[src/rtl/mem_arb_pkg.sv]
// Shared types and defaults for the IFU/LSU memory port arbiter.
package mem_arb_pkg;

  localparam int WIDTH = 32;

  typedef enum logic [1:0] {
    IDLE,
    REQ,
    WAIT
  } arb_state_e;

  typedef enum logic {
    OWN_IFU,
    OWN_LSU
  } arb_owner_e;

endpackage

[src/rtl/arb_pick.sv]
// Winner select between IFU and LSU; LSU-first, or alternating when MEM_ARB_RR_EN is defined.
// Purely combinational, zero latency; grants are qualified by the caller's FSM state.
module arb_pick (
  input  logic                   ifu_vld,
  input  logic                   lsu_vld,
`ifdef MEM_ARB_RR_EN
  input  mem_arb_pkg::arb_owner_e last_owner,
`endif
  output logic                   grant_ifu,
  output logic                   grant_lsu
);

  always_comb begin
    grant_lsu = lsu_vld;
    grant_ifu = ifu_vld && !lsu_vld;
`ifdef MEM_ARB_RR_EN
    // On a tie the requester that was not served last goes first.
    if (ifu_vld && lsu_vld) begin
      grant_ifu = (last_owner == mem_arb_pkg::OWN_LSU);
      grant_lsu = !grant_ifu;
    end
`endif
  end

endmodule

[src/rtl/mem_port_arbiter.sv]
// Shares one memory port between IFU and LSU, one transaction in flight (optional MEM_ARB_RR_EN).
// Latency >= 3 cycles: IDLE grant, REQ until MEM_i_req_ready, WAIT until MEM_i_resp_valid.
module mem_port_arbiter #(
  parameter int WIDTH  = mem_arb_pkg::WIDTH,
  parameter int MASK_W = WIDTH / 8
) (
  input  logic              clk,
  input  logic              rst,
  input  logic              IFU_i_req_valid,
  output logic              IFU_o_req_ready,
  input  logic [WIDTH-1:0]  IFU_i_addr,
  output logic              IFU_o_resp_valid,
  output logic [WIDTH-1:0]  IFU_o_rdata,
  input  logic              LSU_i_req_valid,
  output logic              LSU_o_req_ready,
  input  logic [WIDTH-1:0]  LSU_i_addr,
  input  logic              LSU_i_wen,
  input  logic [WIDTH-1:0]  LSU_i_wdata,
  input  logic [MASK_W-1:0] LSU_i_wmask,
  output logic              LSU_o_resp_valid,
  output logic [WIDTH-1:0]  LSU_o_rdata,
  output logic              MEM_o_req_valid,
  input  logic              MEM_i_req_ready,
  output logic [WIDTH-1:0]  MEM_o_addr,
  output logic              MEM_o_wen,
  output logic [WIDTH-1:0]  MEM_o_wdata,
  output logic [MASK_W-1:0] MEM_o_wmask,
  input  logic              MEM_i_resp_valid,
  input  logic [WIDTH-1:0]  MEM_i_rdata
);

  import mem_arb_pkg::*;

  arb_state_e        state_q, state_d;
  arb_owner_e        owner_q;
  logic [WIDTH-1:0]  addr_q, wdata_q;
  logic              wen_q;
  logic [MASK_W-1:0] wmask_q;
  logic              grant_ifu, grant_lsu;
  logic              resp_done;

`ifdef MEM_ARB_RR_EN
  arb_owner_e        last_owner_q;
`endif

  arb_pick u_pick (
    .ifu_vld    (IFU_i_req_valid),
    .lsu_vld    (LSU_i_req_valid),
`ifdef MEM_ARB_RR_EN
    .last_owner (last_owner_q),
`endif
    .grant_ifu  (grant_ifu),
    .grant_lsu  (grant_lsu)
  );

  assign MEM_o_addr  = addr_q;
  assign MEM_o_wen   = wen_q;
  assign MEM_o_wdata = wdata_q;
  assign MEM_o_wmask = wmask_q;
  assign resp_done   = (state_q == WAIT) && MEM_i_resp_valid;

  // Every handshake/valid output is masked during rst so the reset cycle is quiet.
  always_comb begin
    state_d          = state_q;
    IFU_o_req_ready  = 1'b0;
    LSU_o_req_ready  = 1'b0;
    MEM_o_req_valid  = 1'b0;
    IFU_o_resp_valid = 1'b0;
    LSU_o_resp_valid = 1'b0;
    IFU_o_rdata      = '0;
    LSU_o_rdata      = '0;
    if (!rst) begin
      case (state_q)
        IDLE: begin
          IFU_o_req_ready = grant_ifu;
          LSU_o_req_ready = grant_lsu;
          if (grant_ifu || grant_lsu) state_d = REQ;
        end
        REQ: begin
          MEM_o_req_valid = 1'b1;
          if (MEM_i_req_ready) state_d = WAIT;
        end
        WAIT: begin
          if (MEM_i_resp_valid) begin
            state_d = IDLE;
            if (owner_q == OWN_LSU) begin
              LSU_o_resp_valid = 1'b1;
              LSU_o_rdata      = MEM_i_rdata;
            end else begin
              IFU_o_resp_valid = 1'b1;
              IFU_o_rdata      = MEM_i_rdata;
            end
          end
        end
        default: state_d = IDLE;
      endcase
    end
  end

  always_ff @(posedge clk) begin
    if (rst) begin
      state_q      <= IDLE;
      owner_q      <= OWN_IFU;
      addr_q       <= '0;
      wen_q        <= 1'b0;
      wdata_q      <= '0;
      wmask_q      <= '0;
`ifdef MEM_ARB_RR_EN
      last_owner_q <= OWN_LSU;
`endif
    end else begin
      state_q <= state_d;
      if (LSU_o_req_ready) begin
        owner_q <= OWN_LSU;
        addr_q  <= LSU_i_addr;
        wen_q   <= LSU_i_wen;
        wdata_q <= LSU_i_wdata;
        wmask_q <= LSU_i_wen ? LSU_i_wmask : '0;
      end else if (IFU_o_req_ready) begin
        owner_q <= OWN_IFU;
        addr_q  <= IFU_i_addr;
        wen_q   <= 1'b0;
        wdata_q <= '0;
        wmask_q <= '0;
      end
`ifdef MEM_ARB_RR_EN
      if (resp_done) last_owner_q <= owner_q;
`endif
    end
  end

endmodule
[config.mk]
export PLATFORM = sky130hd
export DESIGN_NAME = mem_port_arbiter
export DESIGN_NICKNAME = d
export VERILOG_FILES = /design/src/rtl/mem_arb_pkg.sv /design/src/rtl/arb_pick.sv /design/src/rtl/mem_port_arbiter.sv
export SDC_FILE = /design/constraint.sdc
export NUM_CORES = 1
export LEC_CHECK = 0
export ABC_CLOCK_PERIOD_IN_PS = 3100
export BUFFER_PORTS_ARGS = -buffer_cell sky130_fd_sc_hd__buf_2
export CORE_AREA = 3 3 107 109
export DETAILED_ROUTE_END_ITERATION = 10
export DIE_AREA = 0 0 110 112
export PLACE_DENSITY = 0.7
export SLEW_MARGIN = 10
export SYNTH_ARGS = -nofsm -noshare
export SYNTH_HDL_FRONTEND = slang
export SYNTH_SLANG_ARGS = --single-unit
[constraint.sdc]
create_clock -name clk -period 3.1 [get_ports clk]
set_clock_uncertainty 0.2 [all_clocks]
set_input_delay 0.31 -clock clk [delete_from_list [all_inputs] [get_ports clk]]
set_output_delay 0.31 -clock clk [all_outputs]
set_load 0.1 [all_outputs]
### Word level (Yosys, flattened, before mapping)

Cells that the tools add are included.

| operators by class | value |
|---|---|
| equal/unequal tests | 5 |
| multiplexer cells | 36 |
| reductions and logical operators | 6 |

Operators by type and width:

| cell | count |
|---|---|
| 32-bit two-way mux | 12 |
| 1-bit two-way mux | 17 |
| 4-bit two-way mux | 3 |
| 2-bit two-way mux | 3 |
| 2-bit != test, second input constant | 3 |
| 2-bit case mux with 3 select lines | 1 |
| 3-bit AND reduction | 1 |
| 2-bit by 1-bit == test with 1-bit output, second input constant | 1 |
| 2-bit == test, second input constant | 1 |
| 2-bit zero test | 1 |
| 2-bit nonzero test | 1 |
| 1-bit logical AND | 1 |
| 1-bit zero test | 1 |
| 1-bit logical OR | 1 |

| word-level totals | value |
|---|---|
| flip-flop bits (word level) | 72 |
| input bits | 139 |
| output and inout port bits | 138 |
| logic and storage cells | 53 |

### Depth between registers and ports, before layout

Gate-level depths: netlist of run 1.

| depth | value |
|---|---|
| word-level depth | 6 |
| depth in mapped cells | 7 |
| depth with buffers taken out | 4 |

### Hierarchy

From an unflattened synthesis of run 1, not the netlist that was laid out.

| second synthesis, totals | value |
|---|---|
| cells, all modules | 444 |
| area total of the unflattened synthesis | 3410.8 µm² |

By module, submodules not included:

| module | instances | cells an instance | area an instance (µm²) | seq. area each (µm²) |
|---|---|---|---|---|
| mem_port_arbiter | 1 | 442 | 3389.5 | 1441.4 |
| arb_pick | 1 | 2 | 21.3 | 0.0 |

### Least setup slack after synthesis of run 1

Ideal clock, no wire load.

| path | value |
|---|---|
| kind | flip-flop to flip-flop |
| start | register state_q[0] |
| end | register owner_q |
| setup time | 0.241 ns |
| arrival time | 3.474 ns |
| required time | 2.659 ns |
| path slack | -0.815 ns |
| cell stages (with the launch flop) | 6 |
| path buffers | 2 |
| period minus slack after synthesis | 3.915 ns |
| path through | dfxtp_1 -> buf_6 -> or3_1 -> buf_2 -> nor3b_1 -> o21ai_0 |

| between the ends | value |
|---|---|
| cells in the longest elaborated chain, start to end | 4 |
| elaborated cells on any way between the ends | 7 |
| those cells by class | mux (5); reduce/logical (2) |

Ends and longest elaborated chain:

| item | RTL line | RTL |
|---|---|---|
| from (decl) | mem_port_arbiter.sv:34 | `arb_state_e state_q, state_d;` |
| from (signal assigned) | mem_port_arbiter.sv:112 | `state_q <= state_d;` |
| 2-bit zero test | mem_port_arbiter.sv:73 | `case (state_q)` |
| 1-bit two-way mux | mem_port_arbiter.sv:73 |  |
| 1-bit two-way mux | mem_port_arbiter.sv:72 | `if (!rst) begin` |
| via IFU_o_req_ready | mem_port_arbiter.sv:10 | `output logic IFU_o_req_ready,` |
| 2-bit nonzero test (no line) | - |  |
| to (signal assigned) | mem_port_arbiter.sv:103 | `owner_q <= OWN_IFU;` |
| to (signal assigned) | mem_port_arbiter.sv:114 | `owner_q <= OWN_LSU;` |
| to (signal assigned) | mem_port_arbiter.sv:120 | `owner_q <= OWN_IFU;` |
| to (decl) | mem_port_arbiter.sv:35 | `arb_owner_e owner_q;` |

The timed path passes the listed nets, and every way through them passes these cells.
A chain may end at the register's enable or synchronous reset.

### Worst setup path after layout of run 1

| path | value |
|---|---|
| start | register state_q[1] |
| end | output port LSU_o_req_ready |

| between the ends | value |
|---|---|
| cells in the longest elaborated chain, start to end | 3 |

Ends and longest elaborated chain:

| item | RTL line | RTL |
|---|---|---|
| 2-bit zero test | mem_port_arbiter.sv:73 |  |
| 1-bit two-way mux | mem_port_arbiter.sv:73 |  |
| 1-bit two-way mux | mem_port_arbiter.sv:72 |  |
| to (decl) | mem_port_arbiter.sv:15 | `output logic LSU_o_req_ready,` |

No other way between the ends.

==> metrics.yaml, run 1 <==
grt_first_pass_wirelength_um: 21200
drc: 0
pwr-share-comb: 0.360
clkPwrFrac: 0.256
final_common_cell: "buf_2"
ir_drop_mv: 0.3310
gr-usage-all-layers: 0.2160
crit_required_ns: 2.59
grt-ovfl-total: 0
worst-path-max-fanout: 70
core_um2: 10700
multi_input_area_um2: 1992
fmax_mhz: 355.3
cts_made_buffers: 9
setup_viol: 0
cts_hold_buf: 31
cap_violations: 0
hold_violations: 0
yosysUniqueCellTypes: 25
start_util: 0.3427
start_kind: "flop"
clkLatencyLatePin_ns: 0.34
cts_resized: 0
hold_ws_ns: 0.02298
arrival_ns: 2.30
io_pins: 277
cts_tree: "yes"
antenna_cells: 0
synth_fp_nets: 578
synth_cells: 439
r2r_setup_slack_ns: 0.63
dieWidth_um: 110
rows: 38
gp_congestion: 0.7750
nNetsFinal: 861
layout-drive-gt1-share: 0.4952
synth_seq_cells: 72
io_buffers: 276
grt_max_degree: 71
hold_path.class: "in2reg"
max_slew_margin: 0.5686
grt_pass1_vias: 4355
syn_avg_cell_area_um2: 8.351
netlist.area_leader.share: 0.3932
tns_ns: 0
yosysSeqAreaShare: 0.3932
vias_per_cell: 4.969
synth_area_um2: 3666
hpwl_um: 10210
rsz0062_at_grt: "false"
p_sw_frac: 0.4145
wl_per_cell_um: 15.90
yosys.area.top_type: "dfxtp_1"
synthToLayoutAreaGrowth_pct: 75.49
clk_pin_slew_ns: 0.07
tightest_slew_ns: 0.6471
period_share: 0.9080
drtAntennaViolNets: 0
powerDensity_nw_per_um2: 414.3
first_pass_iters: 5
num_vias: 4308
die_h_um: 112
layout_common_cells: "buf_2 (217), nand2_1 (77), dfxtp_1 (72)"
status: "finished clean"
layoutNonFillerInstCount: 867
initialDrtViolationCount: 247
slew_viol_final: 0
final_area_um2: 6434
synthTopCellsByArea: "dfxtp_1 (39%), a311oi_2 (13%), and2_1 (11%)"
pwr-share-seq: 0.384
post_cts_buffers: 0
die_area_um2: 12320
totalWireLength_um: 13780
yosys_warnings: 0
clockRootBuffer: "clkbuf_8"
cp-end-kind: "output pin"
h-tree-depth: 3
p_leak_nw: 2.889
switching_power_mw: 1.105
path_class: "reg2out"
period_needed_ns: 2.815
regArea_um2: 1441
num-fill-cells: 925
antenna_found_initial: 0
place_area_um2: 5939
dp.cells: 820
clock-sinks: 72
clockBufferDepth: 2
p_int_mw: 1.561
sequential cells by signal, indices dropped and copies added, names as in the netlist:
register,count
MEM_o_wmask,4
MEM_o_wdata,32
MEM_o_wen,1
owner_q,1
state_q,2
MEM_o_addr,32
worst paths after layout:
kind	from	end	depth (start not counted)
max	state_q[1]	LSU_o_req_ready	3
min	LSU_i_wdata[17]	MEM_o_wdata[17]	3
max reg2reg	state_q[1]	MEM_o_addr[30]	4
min reg2reg	MEM_o_wdata[31]	MEM_o_wdata[31]	2
synth_stat cells, drive strengths merged:
cell type,n
nand2b,1
o21ai,38
buf,13
and3b,2
a21oi,70
and2,64
nor2,5
nor3,1
or2,1
clkbuf,31
or4b,1
a2111oi,1
nand2,97
a311oi,32
clkinv,1
or3,1
dfxtp,72
nor3b,3
and3,1
nand3,4
worst max-delay path: stages (launching register included):
cell,delay (ns)
dfxtp_1,0.39
or4b_4,0.79
clkinv_4,0.51
buf_12,0.25
cell type report:
type | count | share of cell area
clock buffer | 12 | 0.02412
clock inverter | 4 | 0.004473
inverter | 1 | 0.001361
multi-input combinational | 322 | 0.3096
sequential | 72 | 0.2240
tap | 140 | 0.02723
timing repair buffer | 316 | 0.4092
per-layer routing:
layer,vias to the layer above,routed length (µm),track usage
li1,2073,-,-
met1,1973,4710,0.2136
met2,226,7246,0.4049
met3,36,1347,0.06203
met4,0,476,0.09726
met5,-,0,0
cells by family after synthesis:
group	Yosys count	synth area share
AND/OR/NAND/NOR	181	0.2563
AO/OA/AOI/OAI	141	0.2809
buffers and inverters	45	0.06962
flip-flops	72	0.3932
metrics by stage:
| stage | util | power [mW] | setup slack [ns] |
|---|---|---|---|
| floorplan | - | 1.758 | 0.3051 |
| global placement | 0.5552 | 1.952 | 0.6838 |
| detailed placement | 0.5552 | 1.971 | 0.6174 |
| CTS | 0.6014 | 2.683 | 0.2569 |
| global route | 0.6014 | 2.782 | 0.1427 |
| finish | 0.6014 | 2.665 | 0.2853 |
power groups by stage:
stage                     registers [mW]  clock network, mW  logic (mW)
after global placement              1.04                  0       0.913
final                               1.02              0.683       0.960
after floorplan                     1.46                  0       0.298
after global routing                1.03              0.745        1.01
after detailed placement            1.04                  0       0.929
after CTS                           1.02              0.701       0.960
Note: power is estimated with default switching activity, not from simulation.
==> run 2: changes to the inputs <==
Settings changed: ABC_CLOCK_PERIOD_IN_PS 3100 to 3400.
Clock period 3.1 ns to 3.4 ns, I/O delays scaled along.
==> run 2 against run 1 <==
Count of clock-buffer cells in the layout fell by 2. Core utilization fell by 11 points. Sequential cell count did not move. Critical path depth did not move.
==> metrics.yaml, run 2 (synthesis results as in run 1) <==
dieWidth_um: 110  # unchanged
ir_drop_mv: 0.2426  # was 0.3310 mV
crit_required_ns: 2.86  # was 2.59 ns
vias_per_cell: 4.882  # was 4.969
grt_first_pass_wirelength_um: 18720  # was 21,200 µm
grt_pass1_vias: 3875  # was 4,355
cap_violations: 0  # unchanged
path_buf_inv: 2  # unchanged
total_power_mw: 2.489  # was 2.665 mW
synthToLayoutAreaGrowth_pct: 43.69  # was 75.49%
r2r_setup_slack_ns: 0.76  # was 0.63 ns
drc: 0  # unchanged
io_buffers: 276  # unchanged
max_slew_margin: 0.4436  # was 0.5686
setup_viol: 0  # unchanged
cts_resized: 0  # unchanged
core_um2: 10700  # unchanged
layout_common_cells: "buf_2 (275), nand2_1 (77), dfxtp_1 (72)"  # was buf_2 (217), nand2_1 (77), dfxtp_1 (72)
p_leak_nw: 2.620  # was 2.889 nW
cts_tree: "yes"  # unchanged
gp_congestion: 0.7922  # was 0.7750
gr-usage-all-layers: 0.1935  # was 0.2160
path_delay_family: "buffers and inverters"  # was simple AND/OR/NAND/NOR gates
layout-drive-gt1-share: 0.5144  # was 0.4952
start_util: 0.3427  # unchanged
clk_pin_slew_ns: 0.08  # was 0.07 ns
grt-ovfl-total: 0  # unchanged
wl_per_cell_um: 14.90  # was 15.90 µm
clock-sinks: 72  # unchanged
io_pins: 277  # unchanged
hpwl_um: 9545  # was 10,210 µm
clkLatencyLatePin_ns: 0.34  # about the same
clockBufferDepth: 2  # unchanged
worstPathCellList: "or4b_4 -> clkinv_4 -> buf_2"  # was or4b_4 -> clkinv_4 -> buf_12
status: "finished clean"  # unchanged
dp_slack_ns: 0.5940  # was 0.6174 ns
antenna_cells: 0  # unchanged
path_class: "reg2out"  # unchanged
num-fill-cells: 1045  # was 925
worst-path-max-fanout: 46  # was 70
final_common_cell: "buf_2"  # unchanged
final_area_um2: 5268  # was 6434 µm²
powerDensity_nw_per_um2: 472.4  # was 414.3 nW/µm²
fin_ws_ns: 0.4421  # was 0.2853 ns
period_needed_ns: 2.958
totalWireLength_um: 12430  # was 13,780 µm
drtAntennaViolNets: 0  # unchanged
initialDrtViolationCount: 198  # was 247
arrival_ns: 2.42  # was 2.30 ns
fmax_mhz: 338.1
die_area_um2: 12320  # unchanged
post_cts_buffers: 0  # unchanged
tns_ns: 0  # unchanged
grt_max_degree: 47  # was 71
slowest_stage: "or4b_4"  # unchanged
nNetsFinal: 828  # was 861
num_vias: 4072  # was 4,308
hold_violations: 0  # unchanged
max_stage_delay_ns: 0.78  # was 0.79 ns
die_h_um: 112  # unchanged
tightest_slew_ns: 0.8346  # was 0.6471 ns
h-tree-depth: 3  # unchanged
hold_path.class: "in2reg"  # unchanged
antenna_found_initial: 0  # unchanged
period_share: 0.8700
rows: 38  # unchanged
rsz0062_at_grt: "false"  # unchanged
place_area_um2: 5046  # was 5939 µm²
cts_made_buffers: 9  # unchanged
cp-end-kind: "output pin"  # unchanged
clockRootBuffer: "clkbuf_8"  # unchanged
first_pass_iters: 5  # unchanged
slew_viol_final: 0  # unchanged
start_kind: "flop"  # unchanged
[run 2: changes by cell type in the layout (fill, tap and decap cells not counted)]
cell | previous run | this run
buf_4 | 10 | 7
clkinvlp_4 | 2 | 0
bufinv_16 | 0 | 2
clkinv_2 | 1 | 3
dlygate4sd3_1 | 31 | 1
buf_2 | 217 | 275
buf_12 | 58 | 0
clkbuf_8 | 11 | 9
[run 2: worst paths after layout]
kind | from | end | cells past startpoint
setup / recovery | state_q[1] | LSU_o_req_ready | 3
hold / removal | LSU_i_wdata[18] | MEM_o_wdata[18] | 3
setup reg to reg | state_q[1] | MEM_o_addr[18] | 5
hold reg to reg | MEM_o_wmask[1] | MEM_o_wmask[1] | 2
[run 2: timing repair]
item | in CTS | in global routing
endpoints found under the hold margin | 1 | 0
hold buffers | 1 | 0
setup endpoints to repair | 0 | 0
[run 2: power by group]
| group | internal (mW) | switching (mW) |
|---|---|---|
| registers | 0.900 | 0.0324 |
| logic | 0.182 | 0.648 |
| clock network | 0.411 | 0.315 |
| total | 1.49 | 0.995 |
[run 2: tightest hold or removal path, cell delays in order]
cell and delay (ns):
buf_2 0.10, nand2_1 0.05, a21oi_1 0.05
[run 2: cell type report]
type	instances	area [µm²]	area share
tap	140	175.2	0.03325
inverter	1	8.758	0.001663
multi-input combinational	322	1992	0.3781
clock inverter	6	83.83	0.01591
sequential	72	1441	0.2736
clock buffer	10	127.6	0.02423
timing repair buffer	283	1439	0.2732
[run 2: metal layers]
metal	track usage	routed length, µm	share of wire	vias to the layer above
met2	0.3734	6865	0.55	183
met3	0.03710	918	0.074	27
li1	-	-	-	2004
met1	0.1964	4344	0.35	1858
met5	0	0	0	-
met4	0.07980	300	0.024	0
[run 2: stage by stage]
| step | hold slack [ns] | cells | util |
|---|---|---|---|
| 5_1_grt | 0.01385 | 834 | 0.4924 |
| 2_1_floorplan | 0.2539 | 439 | - |
| 4_1_cts | 0.003259 | 834 | 0.4924 |
| 3_3_place_gp | 0.2566 | 817 | 0.4717 |
| 6_report | 0.02908 | 834 | 0.4924 |
| 3_5_place_dp | 0.2626 | 817 | 0.4717 |
